File: src/rtl/bus_ro_snap_bank_pkg.sv
// rtl/bus_ro_snap_bank_pkg.sv - bus field layout and helpers shared by the snapshot bank
//
// Purpose: bus_in/bus_out field layout, bus widths, the default channel
//          stride and a helper that places a channel field in a bus word.
// Contents:
//   BUS_ADDR_WIDTH / BUS_DATA_WIDTH : bus address and data widths
//   BUS_STRIDE_DEFAULT              : default byte spacing between channels
//   bus_in_t  / BUS_IN_WIDTH        : {wr_data, wr_addr, rd_addr, we, re}
//   bus_out_t / BUS_OUT_WIDTH       : {rd_data, rd_ack, wr_ack, irq}
//   place_field()                   : mask to width, then shift left by offset
package bus_ro_snap_bank_pkg;

  localparam int BUS_ADDR_WIDTH     = 16;
  localparam int BUS_DATA_WIDTH     = 32;
  localparam int BUS_STRIDE_DEFAULT = 4;
  localparam int SNAP_CNT_WIDTH     = 16;

  typedef struct packed {
    logic [BUS_DATA_WIDTH-1:0] wr_data;
    logic [BUS_ADDR_WIDTH-1:0] wr_addr;
    logic [BUS_ADDR_WIDTH-1:0] rd_addr;
    logic                      we;
    logic                      re;
  } bus_in_t;

  typedef struct packed {
    logic [BUS_DATA_WIDTH-1:0] rd_data;
    logic                      rd_ack;
    logic                      wr_ack;
    logic                      irq;
  } bus_out_t;

  localparam int BUS_IN_WIDTH  = $bits(bus_in_t);
  localparam int BUS_OUT_WIDTH = $bits(bus_out_t);

  // Keep only the low 'width' bits of val, then move them up to 'offset'.
  function automatic logic [BUS_DATA_WIDTH-1:0] place_field(
    input logic [BUS_DATA_WIDTH-1:0] val,
    input int                        width,
    input int                        offset
  );
    logic [BUS_DATA_WIDTH-1:0] mask;
    mask = (width >= BUS_DATA_WIDTH) ? '1 : ((32'd1 << width) - 32'd1);
    return (val & mask) << offset;
  endfunction

endpackage

File: src/rtl/bus_ro_snap_chan.sv
// rtl/bus_ro_snap_chan.sv - one shadowed read-only channel (k>0) of the snapshot bank
//
// Purpose: holds the shadow copy of one live channel value, loaded when the
//          bank's channel 0 is read; decodes its own address and returns the
//          shadow placed at OFFSET, zero when not addressed.
// Ports:
//   clk, rst_n      : clock, asynchronous active-low reset
//   rd_addr, re     : bus read address and read enable
//   snap            : load shadow from live on this edge
//   live            : live channel value
//   rd_data         : placed shadow value, 0 unless hit
//   hit             : this channel is being read this cycle
//   rd_pulse        : registered hit, high the cycle after the read
module bus_ro_snap_chan
  import bus_ro_snap_bank_pkg::*;
#(
  parameter int DATAWIDTH = 32,
  parameter int OFFSET    = 0,
  parameter int CH_ADDR   = 0
) (
  input  logic                      clk,
  input  logic                      rst_n,
  input  logic [BUS_ADDR_WIDTH-1:0] rd_addr,
  input  logic                      re,
  input  logic                      snap,
  input  logic [DATAWIDTH-1:0]      live,
  output logic [BUS_DATA_WIDTH-1:0] rd_data,
  output logic                      hit,
  output logic                      rd_pulse
);

  localparam logic [BUS_ADDR_WIDTH-1:0] MY_ADDR = BUS_ADDR_WIDTH'(CH_ADDR);

  logic [DATAWIDTH-1:0] shadow_q, shadow_d;
  logic                 rd_pulse_q, rd_pulse_d;

  always_comb begin
    hit        = re && (rd_addr == MY_ADDR);
    shadow_d   = snap ? live : shadow_q;
    rd_pulse_d = hit;
    rd_data    = hit ? place_field(BUS_DATA_WIDTH'(shadow_q), DATAWIDTH, OFFSET) : '0;
  end

  always_ff @(posedge clk or negedge rst_n) begin
    if (!rst_n) begin
      shadow_q   <= '0;
      rd_pulse_q <= 1'b0;
    end else begin
      shadow_q   <= shadow_d;
      rd_pulse_q <= rd_pulse_d;
    end
  end

  assign rd_pulse = rd_pulse_q;

endmodule

File: src/rtl/bus_ro_snap_bank.sv
// rtl/bus_ro_snap_bank.sv - bank of read-only bus registers with coherent snapshot on channel 0 read
//
// Purpose: CHANNELS read-only registers at ADDR + k*STRIDE. Reading channel 0
//          returns its live value and, on the same edge, copies every other
//          channel into a shadow so later reads see one coherent set.
// Ports:
//   bus_clk, bus_reset_l : clock, asynchronous active-low reset
//   bus_in               : bus request (bus_in_t), only re/rd_addr are used
//   bus_out              : combinational read data and acks (bus_out_t),
//                          all zero when no bank address is read
//   in                   : live values, channel k at [k*DATAWIDTH +: DATAWIDTH]
//   rd_pulse             : one-hot registered read strobe per channel
// Option: BUS_RO_SNAP_SEQ_EN adds a 16-bit count of channel 0 reads, readable
//         at ADDR + CHANNELS*STRIDE in bits [15:0] (not shifted by OFFSET).
module bus_ro_snap_bank
  import bus_ro_snap_bank_pkg::*;
#(
  parameter int DATAWIDTH = 32,
  parameter int OFFSET    = 0,
  parameter int CHANNELS  = 4,
  parameter int ADDR      = 0,
  parameter int STRIDE    = BUS_STRIDE_DEFAULT,
  parameter int REG       = 0
) (
  input  logic                          bus_clk,
  input  logic                          bus_reset_l,
  input  logic [BUS_IN_WIDTH-1:0]       bus_in,
  output logic [BUS_OUT_WIDTH-1:0]      bus_out,
  input  logic [CHANNELS*DATAWIDTH-1:0] in,
  output logic [CHANNELS-1:0]           rd_pulse
);

  localparam logic [BUS_ADDR_WIDTH-1:0] CH0_ADDR = BUS_ADDR_WIDTH'(ADDR);

  bus_in_t  bi;
  bus_out_t bo;

  logic [BUS_DATA_WIDTH-1:0] ch_data [CHANNELS];
  logic [CHANNELS-1:0]       ch_hit;
  logic                      hit0;
  logic                      rd_pulse0_q, rd_pulse0_d;
  logic                      seq_hit;
  logic [BUS_DATA_WIDTH-1:0] seq_data;
  logic                      unused_bus;

  assign bi = bus_in_t'(bus_in);
  // Write side of the bus is never acknowledged by this block.
  assign unused_bus = ^{bi.wr_data, bi.wr_addr, bi.we, 32'(REG)};

  // Channel 0: live value, and its read is the snapshot strobe.
  always_comb begin
    hit0        = bi.re && (bi.rd_addr == CH0_ADDR);
    rd_pulse0_d = hit0;
    ch_hit[0]   = hit0;
    ch_data[0]  = hit0 ? place_field(BUS_DATA_WIDTH'(in[DATAWIDTH-1:0]), DATAWIDTH, OFFSET) : '0;
  end

  always_ff @(posedge bus_clk or negedge bus_reset_l) begin
    if (!bus_reset_l) rd_pulse0_q <= 1'b0;
    else              rd_pulse0_q <= rd_pulse0_d;
  end

  assign rd_pulse[0] = rd_pulse0_q;

  for (genvar k = 1; k < CHANNELS; k++) begin : g_chan
    bus_ro_snap_chan #(
      .DATAWIDTH (DATAWIDTH),
      .OFFSET    (OFFSET),
      .CH_ADDR   (ADDR + k * STRIDE)
    ) u_chan (
      .clk      (bus_clk),
      .rst_n    (bus_reset_l),
      .rd_addr  (bi.rd_addr),
      .re       (bi.re),
      .snap     (hit0),
      .live     (in[k*DATAWIDTH +: DATAWIDTH]),
      .rd_data  (ch_data[k]),
      .hit      (ch_hit[k]),
      .rd_pulse (rd_pulse[k])
    );
  end

`ifdef BUS_RO_SNAP_SEQ_EN
  localparam logic [BUS_ADDR_WIDTH-1:0] SEQ_ADDR = BUS_ADDR_WIDTH'(ADDR + CHANNELS * STRIDE);

  logic [SNAP_CNT_WIDTH-1:0] snap_cnt_q, snap_cnt_d;

  // Reads return the pre-increment count; the counter wraps naturally.
  always_comb begin
    snap_cnt_d = hit0 ? snap_cnt_q + 16'd1 : snap_cnt_q;
    seq_hit    = bi.re && (bi.rd_addr == SEQ_ADDR);
    seq_data   = seq_hit ? {{(BUS_DATA_WIDTH-SNAP_CNT_WIDTH){1'b0}}, snap_cnt_q} : '0;
  end

  always_ff @(posedge bus_clk or negedge bus_reset_l) begin
    if (!bus_reset_l) snap_cnt_q <= '0;
    else              snap_cnt_q <= snap_cnt_d;
  end
`else
  assign seq_hit  = 1'b0;
  assign seq_data = '0;
`endif

  // Every source is already zero unless addressed, so a plain OR merges them.
  always_comb begin
    bo         = '0;
    bo.rd_data = seq_data;
    for (int k = 0; k < CHANNELS; k++) begin
      bo.rd_data = bo.rd_data | ch_data[k];
    end
    bo.rd_ack = (|ch_hit) | seq_hit;
    bo.wr_ack = 1'b0;
    bo.irq    = 1'b0;
  end

  assign bus_out = bo;

endmodule

File: config.mk
export PLATFORM = sky130hd
export DESIGN_NAME = bus_ro_snap_bank
export DESIGN_NICKNAME = d
export VERILOG_FILES = /design/src/rtl/bus_ro_snap_bank_pkg.sv /design/src/rtl/bus_ro_snap_chan.sv /design/src/rtl/bus_ro_snap_bank.sv
export SDC_FILE = /design/constraint.sdc
export NUM_CORES = 1
export LEC_CHECK = 0
export CORE_AREA = 2 2 108 110
export CTS_CLUSTER_SIZE = 24
export DETAILED_ROUTE_END_ITERATION = 8
export DIE_AREA = 0 0 110 112
export PLACE_DENSITY = 0.87
export RECOVER_POWER = 25
export SLEW_MARGIN = 20
export SYNTH_ARGS = -nofsm -noshare
export SYNTH_HDL_FRONTEND = slang
export SYNTH_SLANG_ARGS = --single-unit
export TNS_END_PERCENT = 1
File: constraint.sdc
create_clock -name bus_clk -period 3.6 [get_ports bus_clk]
set_input_delay 0.72 -clock bus_clk [delete_from_list [all_inputs] [get_ports bus_clk]]
set_output_delay 0.72 -clock bus_clk [all_outputs]
set_load 0.02 [all_outputs]
==> impl_metrics.py, run 1 <==
metrics = {
    "setup_path": {
        "r2r_start": "g_chan[3].u_chan.shadow_q[5]$_DFFE_PN0N_",
        "cp_slowest_stage_delay_ns": 0.62,
        "crit_required_ns": 2.88,
        "r2r-end": "g_chan[3].u_chan.shadow_q[5]$_DFFE_PN0N_",
        "r2r_slack_ns": 2.79,
        "end_kind": "primary output",
        "critical_path_class": "in2out",
        "crit_path_frequent_cell": "clkdlybuf4s50_1",
        "cp_max_fo": 36,
        "critPathArrivalTime_ns": 2.63,
        "crit_chain": "clkdlybuf4s50_1 > nor4_2 > nand4_2 > buf_12 > nor2b_1 > clkdlybuf4s50_1",
        "path_depth": 6,
        "start_kind": "input port",
        "ff2ff_path_depth": 1,
        "crit_family": "buffers and inverters",
        "crit_buf_inv": 3,
        "critPathSlowestCell": "clkdlybuf4s50_1",
    },
    "route": {
        "num_vias": 3219,
        "viasPerCell": 5.184,
        "wl_mm": 11.06,
        "drtAntennaViolNets": 0,
        "drc": 0,
        "drt_pass1_iterations": 4,
        "initialDrtViolationCount": 111,
        "wl_per_cell_microns": 17.81,
    },
    "power": {
        "p_leak_nw": 3.103,
        "total_power_mw": 2.251,
        "p_per_area_mw_per_mm2": 321.2,
        "swShare_pct": 20.72,
        "p_sw_mw": 0.4664,
        "pwr-share-seq_pct": 49.9,
        "power_frac_comb_pct": 10.9,
        "power_frac_clock_pct": 39.1,
        "irDropWorstVdd_uv": 178.4,
        "intPower_mw": 1.784,
    },
    "layout": {
        "final_nets": 669,
        "layout_commonest_cell": "clkdlybuf4s50_1",
        "mostFrequentLayoutCells": "clkdlybuf4s50_1 (180), dfrtp_1 (100), mux2_2 (67)",
        "drive_gt1_share_pct": 28.45,
        "antenna_cells": 0,
        "syn_to_final_growth_pct": 45.40,
        "final_area_sq_mm": 0.007008,
    },
    "clock_network": {
        "clk_latency_ns": 0.33,
        "cts-root-buf": "clkbuf_16",
        "cts_buffer_depth": 2,
        "clock_sinks": 100,
        "htree_num_levels": 3,
        "clk_pin_slew_ns": 0.07,
        "cts_tree": "built",
        "cts_buffers": 9,
        "cts_resized": 0,
        "postCtsHoldBufs": 0,
        "post_cts.repair.setup_buffers": 0,
    },
    "die": {
        "dieArea_sq_mm": 0.01232,
        "ios": 235,
        "die_x_microns": 110,
        "core_sq_mm": 0.01117,
        "num_rows": 39,
        "die_h_microns": 112,
        "start_util_pct": 43.13,
    },
    "grt": {
        "grt_max_degree": 85,
        "grt_util_all_layers_pct": 18.94,
        "overflow": 0,
        "grt_pass1_vias": 3611,
        "grt_pass1_wl_mm": 17.85,
        "antenna_found_initial": 0,
    },
    "timing": {
        "hold_viol_final": 0,
        "worst_pin_slew_ns": 2.021,
        "slew_headroom_pct": -34.73,
        "max_freq_mhz": 298.3,
        "finalSetupViolCount": 0,
        "slew_violations": 85,
        "period_share_pct": 93.13,
        "tns_ns": 0,
        "fin_crit_ns": 3.353,
        "finalClockSkew_ns": 0,
        "fin_hold_ws_ns": 0.4824,
        "rsz0062_at_grt": "no",
    },
    "hold_path": {
        "worst_hold_path.endpoint": "g_chan[1].u_chan.shadow_q[24]$_DFFE_PN0N_",
        "hp-class": "reg2reg",
        "hp-start": "g_chan[1].u_chan.shadow_q[24]$_DFFE_PN0N_",
        "hold_depth": 1,
    },
    "run": {
        "cap_violations": 1,
    },
    "yosys": {
        "ys_seq_elements": 100,
        "postSynthAreaPerCell_sq_um": 16.17,
        "ys_seq_area_share_pct": 51.92,
        "ys_types": 19,
        "netlist_instances": 298,
        "yosys_warnings": 0,
        "syn_area_sq_mm": 0.004820,
    },
    "outcome": {
        "status": "finished, violations left",
        "violations": "max-capacitance violations, max-slew violations",
    },
    "placed_design": {
        "routabilityCongestion": 0.7287,
        "port_buffers": 183,
        "place_area_sq_mm": 0.006739,
        "hpwlAfterDp_mm": 8.035,
    },
}
power by group through the flow:
stage / combinational [mW] / clock (mW) / sequential (mW)
floorplan: 0.0590 / 0 / 1.15
global placement: 0.245 / 0 / 1.15
detailed placement: 0.250 / 0 / 1.15
CTS: 0.251 / 0.911 / 1.12
global route: 0.266 / 0.963 / 1.12
finish: 0.246 / 0.881 / 1.12
final cells by class:
| type | count | area [sq um] |
|---|---|---|
| Clock buffer | 12 | 246.5 |
| Clock inverter | 4 | 25.02 |
| Fill cell | 851 | 4167 |
| Inverter | 1 | 3.754 |
| Multi-Input combinational cell | 171 | 2132 |
| Sequential cell | 100 | 2502 |
| Tap cell | 143 | 178.9 |
| Timing Repair Buffer | 190 | 1919 |
synth_stat cells (all sizes together):
master | count | area (sq um)
nand4 | 1 | 12.51
mux4 | 32 | 720.7
nor3 | 1 | 16.27
nor2b | 32 | 200.2
inv | 1 | 3.750
nor3b | 3 | 22.52
mux2 | 96 | 1115
and3 | 1 | 6.260
buf | 20 | 158.9
conb | 1 | 3.750
dfrtp | 100 | 2502
nor4 | 3 | 31.28
clkbuf | 7 | 26.28
routing by layer:
| layer | routed length, microns | GRT usage (%) | share of wire (%) | vias up |
|---|---|---|---|---|
| li1 | - | - | - | 1432 |
| met1 | 4089 | 21.80 | 37 | 1649 |
| met2 | 5837 | 33.17 | 53 | 119 |
| met3 | 898 | 4.859 | 8.1 | 19 |
| met4 | 233 | 7.511 | 2.1 | 0 |
| met5 | 0 | 0 | 0 | - |
how the worst max path moves through the flow:
stage / slack (ns) / to / from
floorplan: 0.89 / bus_out[10] / bus_in[4]
global placement: 0.25 / bus_out[34] / bus_in[12]
detailed placement: 0.20 / bus_out[12] / bus_in[8]
CTS: 0.21 / bus_out[34] / bus_in[8]
global route: 0.09 / bus_out[6] / bus_in[7]
finish: 0.25 / bus_out[16] / bus_in[8]
through the flow:
| step | worst slack (ns) | instances | utilization (%) |
|---|---|---|---|
| after floorplan | 0.8892 | 299 | - |
| after global placement | 0.2499 | 605 | 60.31 |
| after detailed placement | 0.1969 | 605 | 60.31 |
| after CTS | 0.2078 | 621 | 62.74 |
| after global routing | 0.09231 | 621 | 62.71 |
| final | 0.2472 | 621 | 62.71 |
registers in the layout (all words and copies together), names as in the netlist:
register                cells
rd_pulse0_q                 1
g_chan.u_chan.rd_pulse      3
g_chan.u_chan.shadow_q     96
logic make-up (layout without fill, tap and decap cells):
group / count (synthesis) / in the layout / synth area share [%]
multiplexers: 128 / 128 / 38.08
AND/OR/NAND/NOR: 41 / 41 / 5.997
other: 1 / 2 / 0.07781
buffers and inverters: 28 / 207 / 3.920
flip-flops: 100 / 100 / 51.92
No activity file was read; power rests on OpenSTA's default activity.
==> run 2, diff against run 1 <==
CORE_AREA = 2 2 119 121   (was 2 2 108 110)
DIE_AREA = 0 0 121 123   (was 0 0 110 112)
PLACE_DENSITY = 0.85   (was 0.87)
SYNTH_HIERARCHICAL = 1   (was unset)
==> impl_metrics.py, run 2 <==
metrics = {
    "yosys": {
        "synth_xor_xnor_area_share_pct": 0,
        "ys_types": 24,
        "postSynthAreaPerCell_sq_um": 11.19,
        "yosys-mux-area-fraction_pct": 16.54,
        "synthSimpleGateAreaFrac_pct": 35.06,
        "yosys_warnings": 6,
        "ys_seq_elements": 100,
        "syn_area_sq_mm": 0.006535,
        "synth_adder_area_share_pct": 0,
        "ys_top_cells_by_count": "dfrtp_1 (100), nor4_2 (92), mux2_2 (78), nand2b_1 (67), nor3_1 (33)",
        "synth.area.top_cells": "dfrtp_1 (38%), nor4_2 (18%), mux2_2 (13%)",
        "synthMostInstantiatedCell": "dfrtp_1",
        "synth_top_family_by_area": "simple AND/OR/NAND/NOR gates",
        "yosys.area.top_type": "dfrtp_1",
        "synth_compound_area_share_pct": 4.193,
        "netlist_instances": 584,
        "synth_edf_count": 0,
        "async_flop_share_pct": 100.0,
        "synth_top_cell_area_share_pct": 38.29,
        "synth_flop_cell": "dfrtp_1",
        "ys_seq_area_share_pct": 38.29,
    },
    "clock_network": {
        "htree_num_levels": 3,
        "cts_tree": "built",
        "clk_latency_ns": 0.35,
        "clk_pin_slew_ns": 0.06,
        "clock_sinks": 100,
        "cts-root-buf": "clkbuf_16",
        "cts_buffers": 9,
        "cts_buffer_depth": 2,
        "post_cts.repair.setup_buffers": 0,
    },
    "die": {
        "ios": 235,
        "die_h_microns": 123,
        "core_sq_mm": 0.01361,
        "die_x_microns": 121,
        "num_rows": 43,
        "start_util_pct": 48.01,
        "dieArea_sq_mm": 0.01488,
    },
    "setup_path": {
        "cp_max_fo": 14,
        "critPathSlowestCell": "clkdlybuf4s50_1",
        "critPathArrivalTime_ns": 2.81,
        "crit_chain": "clkdlybuf4s50_1 > nor4_2 > nand3_2 > buf_6 > nor4_2 > nor3_1 > o21ai_2 > clkdlybuf4s15_2",
        "ff2ff_path_depth": 1,
        "crit_required_ns": 2.88,
        "end_kind": "primary output",
        "cp_slowest_stage_delay_ns": 0.52,
        "crit_buf_inv": 3,
        "start_kind": "input port",
        "critical_path_class": "in2out",
        "r2r-end": "g_chan[3].u_chan/shadow_q[2]$_DFFE_PN0P_",
        "crit_path_frequent_cell": "nor4_2",
        "r2r_slack_ns": 2.79,
        "crit_family": "simple AND/OR/NAND/NOR gates",
        "r2r_start": "g_chan[3].u_chan/shadow_q[2]$_DFFE_PN0P_",
    },
    "hold_path": {
        "hp-class": "reg2reg",
        "hp-start": "g_chan[3].u_chan/shadow_q[1]$_DFFE_PN0P_",
        "hold_depth": 1,
        "worst_hold_path.endpoint": "g_chan[3].u_chan/shadow_q[1]$_DFFE_PN0P_",
    },
    "route": {
        "wl_mm": 19.42,
        "drc": 0,
        "drt_pass1_iterations": 4,
        "initialDrtViolationCount": 256,
        "viasPerCell": 5.873,
        "num_vias": 5503,
        "drtAntennaViolNets": 0,
        "wl_per_cell_microns": 20.72,
    },
    "timing": {
        "period_share_pct": 98.01,
        "setup_ws_ns": 0.07166,
        "hold_viol_final": 0,
        "worst_pin_slew_ns": 2.851,
        "slew_violations": 51,
        "max_freq_mhz": 283.4,
        "slew_headroom_pct": -90.09,
        "finalClockSkew_ns": 0,
        "fin_crit_ns": 3.528,
        "finalSetupViolCount": 0,
    },
    "layout": {
        "largest_reg_flops": 96,
        "antenna_cells": 0,
        "drive_gt1_share_pct": 39.89,
        "layout_commonest_cell": "clkdlybuf4s50_1",
        "syn_to_final_growth_pct": 39.92,
        "final_nets": 948,
        "regMostFlops": "g_chan.u_chan/shadow_q",
        "mostFrequentLayoutCells": "clkdlybuf4s50_1 (141), nor4_2 (100), dfrtp_1 (100)",
    },
    "placed_design": {
        "place_ws_ns": -0.4799,
        "port_buffers": 183,
        "routabilityCongestion": 0.9306,
        "hpwlAfterDp_mm": 13.73,
    },
    "power": {
        "p_leak_nw": 3.482,
        "total_power_mw": 2.387,
        "irDropWorstVdd_uv": 258.5,
        "p_per_area_mw_per_mm2": 261.1,
    },
    "grt": {
        "overflow": 0,
        "grt_max_degree": 63,
        "use_met2_pct": 45.26,
        "grt_util_all_layers_pct": 26.73,
        "grt_use_met1_pct": 32.97,
        "grt-busiest-layer": "met2",
        "grt_pass1_vias": 5927,
        "gr-usage-met3_pct": 6.227,
        "grt_pass1_wl_mm": 30.67,
        "antenna_found_initial": 0,
    },
    "outcome": {
        "status": "finished, violations left",
        "violations": "max-capacitance violations, max-slew violations",
    },
    "run": {
        "cap_violations": 1,
    },
}
[run 2: timing repair]
item | CTS | global route
setup endpoints to repair | 33 | 31
hold buffers | 0 | 0
gates resized for setup | 106 | 17
cloned | 1 | 0
pin swaps | 1 | 1
[run 2: power breakdown]
| group | leakage (nW) | internal [mW] | switching (mW) | total (mW) |
|---|---|---|---|---|
| registers | 1.40 | 1.12 | 0.000212 | 1.12 |
| clock network | 0.129 | 0.486 | 0.425 | 0.911 |
| logic | 1.96 | 0.196 | 0.157 | 0.353 |
| total | 3.48 | 1.81 | 0.582 | 2.39 |
[run 2: layout make-up]
class / count / area, sq um
well taps: 180 / 225.2
multi-input cells: 417 / 3821
clock buffers: 12 / 246.5
clock inverters: 4 / 25.02
fillers: 979 / 4468
inverters: 1 / 3.754
repair buffers: 223 / 2320
flip-flops and latches: 100 / 2502
[run 2: worst max-delay path by stage]
stage | startpoint | endpoint | cells past startpoint
after floorplan | bus_in[8] | bus_out[2] | 6
after global placement | bus_in[10] | bus_out[3] | 7
after detailed placement | bus_in[10] | bus_out[4] | 7
after CTS | bus_in[3] | bus_out[24] | 8
after global routing | bus_in[12] | bus_out[3] | 8
final | bus_in[12] | bus_out[16] | 8
[run 2: metal layers]
metal  vias up  wire [microns]
li1       2475               -
met1      2724            7754
met2       258            9624
met3        46            1491
met4         0             544
met5         -               0
[run 2: per-stage QoR]
step	std cells	cell area (sq um)	util, %	TNS, ns	hold WS [ns]
CTS	937	9089	66.77	-0.02192	0.4178
floorplan	585	6539	-	0	0.4244
global placement	920	8723	64.09	-11.03	0.4698
global route	937	9144	67.18	-0.09194	0.5119
finish	937	9144	67.18	0	0.4919
detailed placement	920	8723	64.09	-12.77	0.4790
[run 2: logic make-up after synthesis]
family | after synthesis
buffers and inverters | 68
and+or+nand+nor | 286
muxes | 96
other | 1
AOI/OAI and AO/OA | 33
DFF | 100
